## src/rtl/pc_pkg.sv

```systemverilog
// Shared types and default sizes for the program-counter sequencer.
package pc_pkg;

   localparam int PC_WIDTH_DFT = 32;
   localparam int PC_STEP_DFT  = 1;
   localparam int RAS_DEPTH_DFT = 8;

   typedef enum logic [1:0] {
      PC_SRC_DFT = 2'b00,
      PC_SRC_RA  = 2'b01,
      PC_SRC_JMP = 2'b10,
      PC_SRC_BTA = 2'b11
   } pc_src_t;

endpackage

```

## src/rtl/ras_stack.sv

```systemverilog
// Circular return-address stack: pop-then-push in one cycle, oldest entry
// is overwritten when a push arrives while full.
module ras_stack #(
   parameter int DEPTH = 8,
   parameter int WIDTH = 32
) (
   input  logic             clock,
   input  logic             reset,
   input  logic             push,
   input  logic             pop,
   input  logic [WIDTH-1:0] push_data,
   output logic [WIDTH-1:0] top,
   output logic             empty,
   output logic             full,
   output logic             overflow
);

   localparam int               PTR_W     = $clog2(DEPTH);
   localparam logic [PTR_W-1:0] PTR_ONE   = PTR_W'(1);
   localparam logic [PTR_W:0]   CNT_ONE   = (PTR_W + 1)'(1);
   localparam logic [PTR_W:0]   DEPTH_CNT = (PTR_W + 1)'(DEPTH);

   logic [WIDTH-1:0] mem [DEPTH];
   logic [PTR_W-1:0] sp, sp_popped;
   logic [PTR_W:0]   count, count_popped, count_next;
   logic             pop_ok;

   always_comb begin
      pop_ok       = pop && (count != '0);
      sp_popped    = pop_ok ? sp - PTR_ONE : sp;
      count_popped = pop_ok ? count - CNT_ONE : count;
      count_next   = count_popped;
      if (push && (count_popped != DEPTH_CNT))
         count_next = count_popped + CNT_ONE;
   end

   assign top = mem[sp - PTR_ONE];

   always_ff @(posedge clock) begin
      if (reset) begin
         sp       <= '0;
         count    <= '0;
         empty    <= 1'b1;
         full     <= 1'b0;
         overflow <= 1'b0;
      end else begin
         sp       <= push ? sp_popped + PTR_ONE : sp_popped;
         count    <= count_next;
         empty    <= (count_next == '0);
         full     <= (count_next == DEPTH_CNT);
         if (push && (count_popped == DEPTH_CNT))
            overflow <= 1'b1;
      end
   end

   // NOTE: storage has no reset; clearing count/sp is enough to discard it.
   always_ff @(posedge clock) begin
      if (push && !reset)
         mem[sp_popped] <= push_data;
   end

endmodule

```

## src/rtl/pc_sequencer_ras.sv

```systemverilog
// Program counter with next-PC select and internal return-address stack.
// Optional target alignment check enabled by PC_ALIGN_CHECK_EN.
module pc_sequencer_ras
   import pc_pkg::*;
#(
   parameter int                  PC_WIDTH  = PC_WIDTH_DFT,
   parameter int                  RAS_DEPTH = RAS_DEPTH_DFT,
   parameter logic [PC_WIDTH-1:0] RESET_PC  = '0,
   parameter int                  PC_STEP   = PC_STEP_DFT
) (
   input  logic                clock,
   input  logic                reset,
   input  logic                pc_write,
   input  pc_src_t             pc_src,
   input  logic [PC_WIDTH-1:0] i_imm,
   input  logic [PC_WIDTH-1:0] j_imm,
   input  logic [PC_WIDTH-1:0] reg_ra,
   input  logic                call,
   output logic [PC_WIDTH-1:0] pc,
   output logic                ras_empty,
   output logic                ras_full,
   output logic                ras_overflow,
`ifdef PC_ALIGN_CHECK_EN
   output logic                misalign,
`endif
   output logic                ras_fallback
);

   localparam logic [PC_WIDTH-1:0] STEP = PC_WIDTH'(PC_STEP);

   logic [PC_WIDTH-1:0] target, ras_top;
   logic                bad_align, do_update, take_fallback, push, pop;

`ifdef PC_ALIGN_CHECK_EN
   localparam int                  ALIGN_BITS = $clog2(PC_STEP);
   localparam logic [PC_WIDTH-1:0] ALIGN_MASK = PC_WIDTH'((64'(1) << ALIGN_BITS) - 64'(1));
   assign bad_align = pc_write && ((target & ALIGN_MASK) != '0);
`else
   assign bad_align = 1'b0;
`endif

   // NOTE: every variable gets a default so this block can never infer a latch.
   always_comb begin
      target = pc + STEP;
      unique case (pc_src)
         PC_SRC_DFT: target = pc + STEP;
         PC_SRC_JMP: target = pc + j_imm;
         PC_SRC_BTA: target = pc + i_imm;
         PC_SRC_RA:  target = ras_empty ? reg_ra : ras_top;
         default:    target = pc + STEP;
      endcase
   end

   assign do_update     = pc_write && !bad_align && !reset;
   assign pop           = do_update && (pc_src == PC_SRC_RA);
   assign push          = do_update && call;
   assign take_fallback = pop && ras_empty;

   ras_stack #(
      .DEPTH (RAS_DEPTH),
      .WIDTH (PC_WIDTH)
   ) u_ras (
      .clock     (clock),
      .reset     (reset),
      .push      (push),
      .pop       (pop),
      .push_data (pc + STEP),
      .top       (ras_top),
      .empty     (ras_empty),
      .full      (ras_full),
      .overflow  (ras_overflow)
   );

   // NOTE: sequential state uses non-blocking assignments only.
   always_ff @(posedge clock) begin
      if (reset) begin
         pc           <= RESET_PC;
         ras_fallback <= 1'b0;
`ifdef PC_ALIGN_CHECK_EN
         misalign     <= 1'b0;
`endif
      end else begin
         ras_fallback <= take_fallback;
         if (do_update)
            pc <= target;
`ifdef PC_ALIGN_CHECK_EN
         misalign     <= bad_align;
`endif
      end
   end

endmodule

```

## config.mk

```make
export PLATFORM = sky130hd
export DESIGN_NAME = pc_sequencer_ras
export DESIGN_NICKNAME = d
export VERILOG_FILES = /design/src/rtl/pc_pkg.sv /design/src/rtl/ras_stack.sv /design/src/rtl/pc_sequencer_ras.sv
export SDC_FILE = /design/constraint.sdc
export NUM_CORES = 1
export LEC_CHECK = 0
export ABC_AREA = 1
export CORE_AREA = 2 2 180 182
export DETAILED_ROUTE_END_ITERATION = 16
export DIE_AREA = 0 0 182 184
export PLACE_DENSITY_LB_ADDON = 0.08
export SYNTH_ARGS = -nofsm -noshare
export SYNTH_HDL_FRONTEND = slang
export SYNTH_SLANG_ARGS = --single-unit
```

## constraint.sdc

```tcl
create_clock -name clock -period 3.25 [get_ports clock]
set_input_delay 0.325 -clock clock [delete_from_list [all_inputs] [get_ports clock]]
set_output_delay 0.325 -clock clock [all_outputs]
set_load 0.1 [all_outputs]
```

==> results.sh <==
export IMPL_area_delta_synth_final_pct=18.2
export IMPL_ys_warn_count=0
export IMPL_crit_chain="buf_4 -> buf_4 -> nand2_1 -> o21ai_0 -> nand2_1 -> nand3_1 -> nand3_1 -> o211ai_1 -> nand4_1 -> nand2_1 -> inv_1"
export IMPL_gp_congestion=1.05
export IMPL_crit_slowest_cell="buf_4"
export IMPL_portBuffers=137
export IMPL_ir_worst_vdd_mv=0.467
export IMPL_grt_overflow=0
export IMPL_synth_net_count=2091
export IMPL_relSlewSlack=0.343
export IMPL_grt_first_pass_wirelength_um=73800
export IMPL_power_mw=9.85
export IMPL_cts_buffer_depth=3
export IMPL_maxCapViolCount=0
export IMPL_fin_nets=2228
export IMPL_critPathTopFamily="buffers and inverters"
export IMPL_cts_resized=0
export IMPL_wl_per_cell_um=19.0
export IMPL_ctsHoldBuffers=0
export IMPL_clk_pin_slew_ns=0.06
export IMPL_design_core_area_mm2=0.0314
export IMPL_synth_top_area_share=0.467
export IMPL_die_h_um=184
export IMPL_tightest_slew_ns=0.983
export IMPL_clock_fmax_mhz=353
export IMPL_first_global_vias=13600
export IMPL_path_buf_inv=3
export IMPL_fin_setup_tns_ns=0
export IMPL_cts_made_buffers=29
export IMPL_yosys_area_top_type="edfxtp_1"
export IMPL_antenna_found_initial=0
export IMPL_setup_violations=0
export IMPL_layout_worst_path_cycle_share=0.872
export IMPL_drc=0
export IMPL_whs_path_depth=2
export IMPL_fp_dieArea_mm2=0.0335
export IMPL_hp_class="reg -> reg"
export IMPL_slew_violations=0
export IMPL_die_w_um=182
export IMPL_synth_ff_type="edfxtp_1"
export IMPL_syn_area_per_cell_um2=8.46
export IMPL_yosys_top_cells_area="edfxtp_1, nand2_1, nor2_1, o21ai_0, dfxtp_1"
export IMPL_critPathMostFrequentCell="nand2_1"
export IMPL_firstDrtPassIters=7
export IMPL_grt_usage=0.284
export IMPL_io_pin_count=138
export IMPL_synth_edf_count=256
export IMPL_ys_types=45
export IMPL_dpl_hpwl_um=32400
export IMPL_grt_max_degree=81
export IMPL_crit_path_end_kind="flip-flop"
export IMPL_synthCells=1944
export IMPL_ys_ff_latch=299
export IMPL_ant_nets=0
export IMPL_critical_path_class="reg -> reg"
export IMPL_row_count=65
export IMPL_ys_seq_area_frac=0.520
export IMPL_cp_depth=11
export IMPL_finalHoldViolations=0
export IMPL_num_vias=14100
export IMPL_cp_data_required_time_ns=3.69
export IMPL_clock_sinks=299
export IMPL_rr_worst_depth=11
export IMPL_drive_above_1_share=0.0980
export IMPL_startpoint_type="flip-flop"
export IMPL_crit_arrival_ns=3.28
export IMPL_synth_area_mm2=0.0164
export IMPL_rsz0062_at_grt="no"
export IMPL_wl_um=47500
export IMPL_clock_skew_ns=0.0148
export IMPL_period_needed_ns=2.83
export IMPL_critPathMaxFanout=80
export IMPL_synth_async_reset_ratio=0
export IMPL_cts_max_level=1
export IMPL_tritoncts="yes"
export IMPL_post_cts_setup_buffers=0
export IMPL_powerDensity_mw_per_mm2=507
export IMPL_via_per_inst=5.63
export IMPL_status="completed"
export IMPL_initial_core_util=0.524
export IMPL_num_antenna_cells=0
export IMPL_max_stage_delay_ns=0.78
export IMPL_leakage_nw=7.84
export IMPL_cts_root_buf="clkbuf_16"
export IMPL_insertion_delay_ns=0.55
export IMPL_drt_initial_drc_count=1549
==> cells by family (layout without fill, tap and decap cells) <==
group | count (synthesis) | after routing | share of synthesized area
compound gates | 298 | 298 | 0.0955
xor+xnor | 20 | 20 | 0.0111
buf+inv | 262 | 421 | 0.0639
simple gates | 989 | 989 | 0.254
mux | 31 | 31 | 0.0212
fa+ha+maj | 45 | 45 | 0.0347
flops | 299 | 299 | 0.520
==> worst reg2reg max path, stage by stage (launching register included) <==
cell and delay (ns):
dfxtp_4 0.35, buf_4 0.53, buf_4 0.82, nand2_1 0.14
o21ai_0 0.10, nand2_1 0.08, nand3_1 0.10, nand3_1 0.17
o211ai_1 0.22, nand4_1 0.12, nand2_1 0.08, inv_1 0.03
==> per-layer routing <==
| layer | track usage | wire [um] | vias up |
|---|---|---|---|
| met5 | 0 | 0 | - |
| met4 | 0.125 | 2220 | 0 |
| met3 | 0.0224 | 3260 | 120 |
| met2 | 0.459 | 21400 | 630 |
| met1 | 0.396 | 20700 | 6585 |
| li1 | - | - | 6761 |
==> placed cells by master (no fill, tap or decap), drive strengths merged <==
cell,instances
a211oi,1
a21o,1
a21oi,73
a221oi,2
a31oi,5
and2,1
and3,1
buf,65
bufinv,4
clkbuf,37
clkdlybuf4s50,114
clkinv,10
clkinvlp,2
dfxtp,43
edfxtp,256
fa,1
ha,44
inv,189
mux2,31
nand2,438
nand3,142
nand3b,17
nand4,13
nor2,342
nor3,19
o211ai,17
o21ai,194
o21bai,4
o22ai,1
or2,16
xnor2,6
xor2,14
==> cell usage after synthesis (2+ instances only) <==
cell and n:
a21oi_1 73, a221oi_1 2, a31oi_1 5, buf_1 8, buf_2 37, buf_6 2
clkbuf_1 26, dfxtp_1 43, edfxtp_1 256, ha_1 44, inv_1 177, inv_2 8
inv_4 2, mux2_2 31, nand2_1 426, nand2_2 9, nand2_4 3, nand3_1 139
nand3_2 3, nand3b_1 17, nand4_1 13, nor2_1 333, nor2_2 5, nor2_4 3
nor3_1 17, nor3_2 2, o211ai_1 17, o21ai_0 186, o21ai_1 7, o21bai_1 3
or2_2 16, xnor2_1 5, xor2_1 14
==> layout make-up <==
| type | instances | area [um^2] |
|---|---|---|
| Clock buffer | 37 | 756 |
| Sequential cell | 299 | 8550 |
| Inverter | 189 | 716 |
| Fill cell | 2673 | 12000 |
| Multi-Input combinational cell | 1383 | 6940 |
| Timing Repair Buffer | 179 | 1780 |
| Clock inverter | 16 | 189 |
| Tap cell | 402 | 503 |
==> per-stage QoR <==
stage / cell area (um^2) / util / hold slack [ns] / cells / worst slack [ns]
final: 19400 / 0.619 / 0.461 / 2505 / 0.417
after global routing: 19400 / 0.619 / 0.472 / 2505 / 0.253
after CTS: 19400 / 0.619 / 0.459 / 2505 / 0.452
after detailed placement: 18500 / 0.589 / 0.462 / 2452 / 0.0449
after global placement: 18500 / 0.589 / 0.450 / 2452 / 0.0633
after floorplan: 16500 / - / 0.526 / 1944 / -0.300
==> state kept, by name, indices dropped and copies added, names as in the netlist <==
name / count
u_ras.count: 4
u_ras.sp: 3
u_ras.mem: 256
u_ras.empty: 1
u_ras.overflow: 1
ras_fallback: 1
u_ras.full: 1
pc: 32
==> worst paths after layout <==
kind	slack (ns)	from	to
max	0.42	u_ras.sp[0]	pc[8]
max reg2reg	0.42	u_ras.sp[0]	pc[8]
min reg2reg	0.46	u_ras.overflow	u_ras.overflow
min	0.46	u_ras.overflow	u_ras.overflow
==> report_power, final <==
group	leakage [nW]	switching, mW	internal [mW]
registers	2.70	0.106	4.27
logic	4.69	1.42	0.664
clock network	0.457	1.42	1.96
total	7.84	2.95	6.90
(Power assumes the default switching activity.)
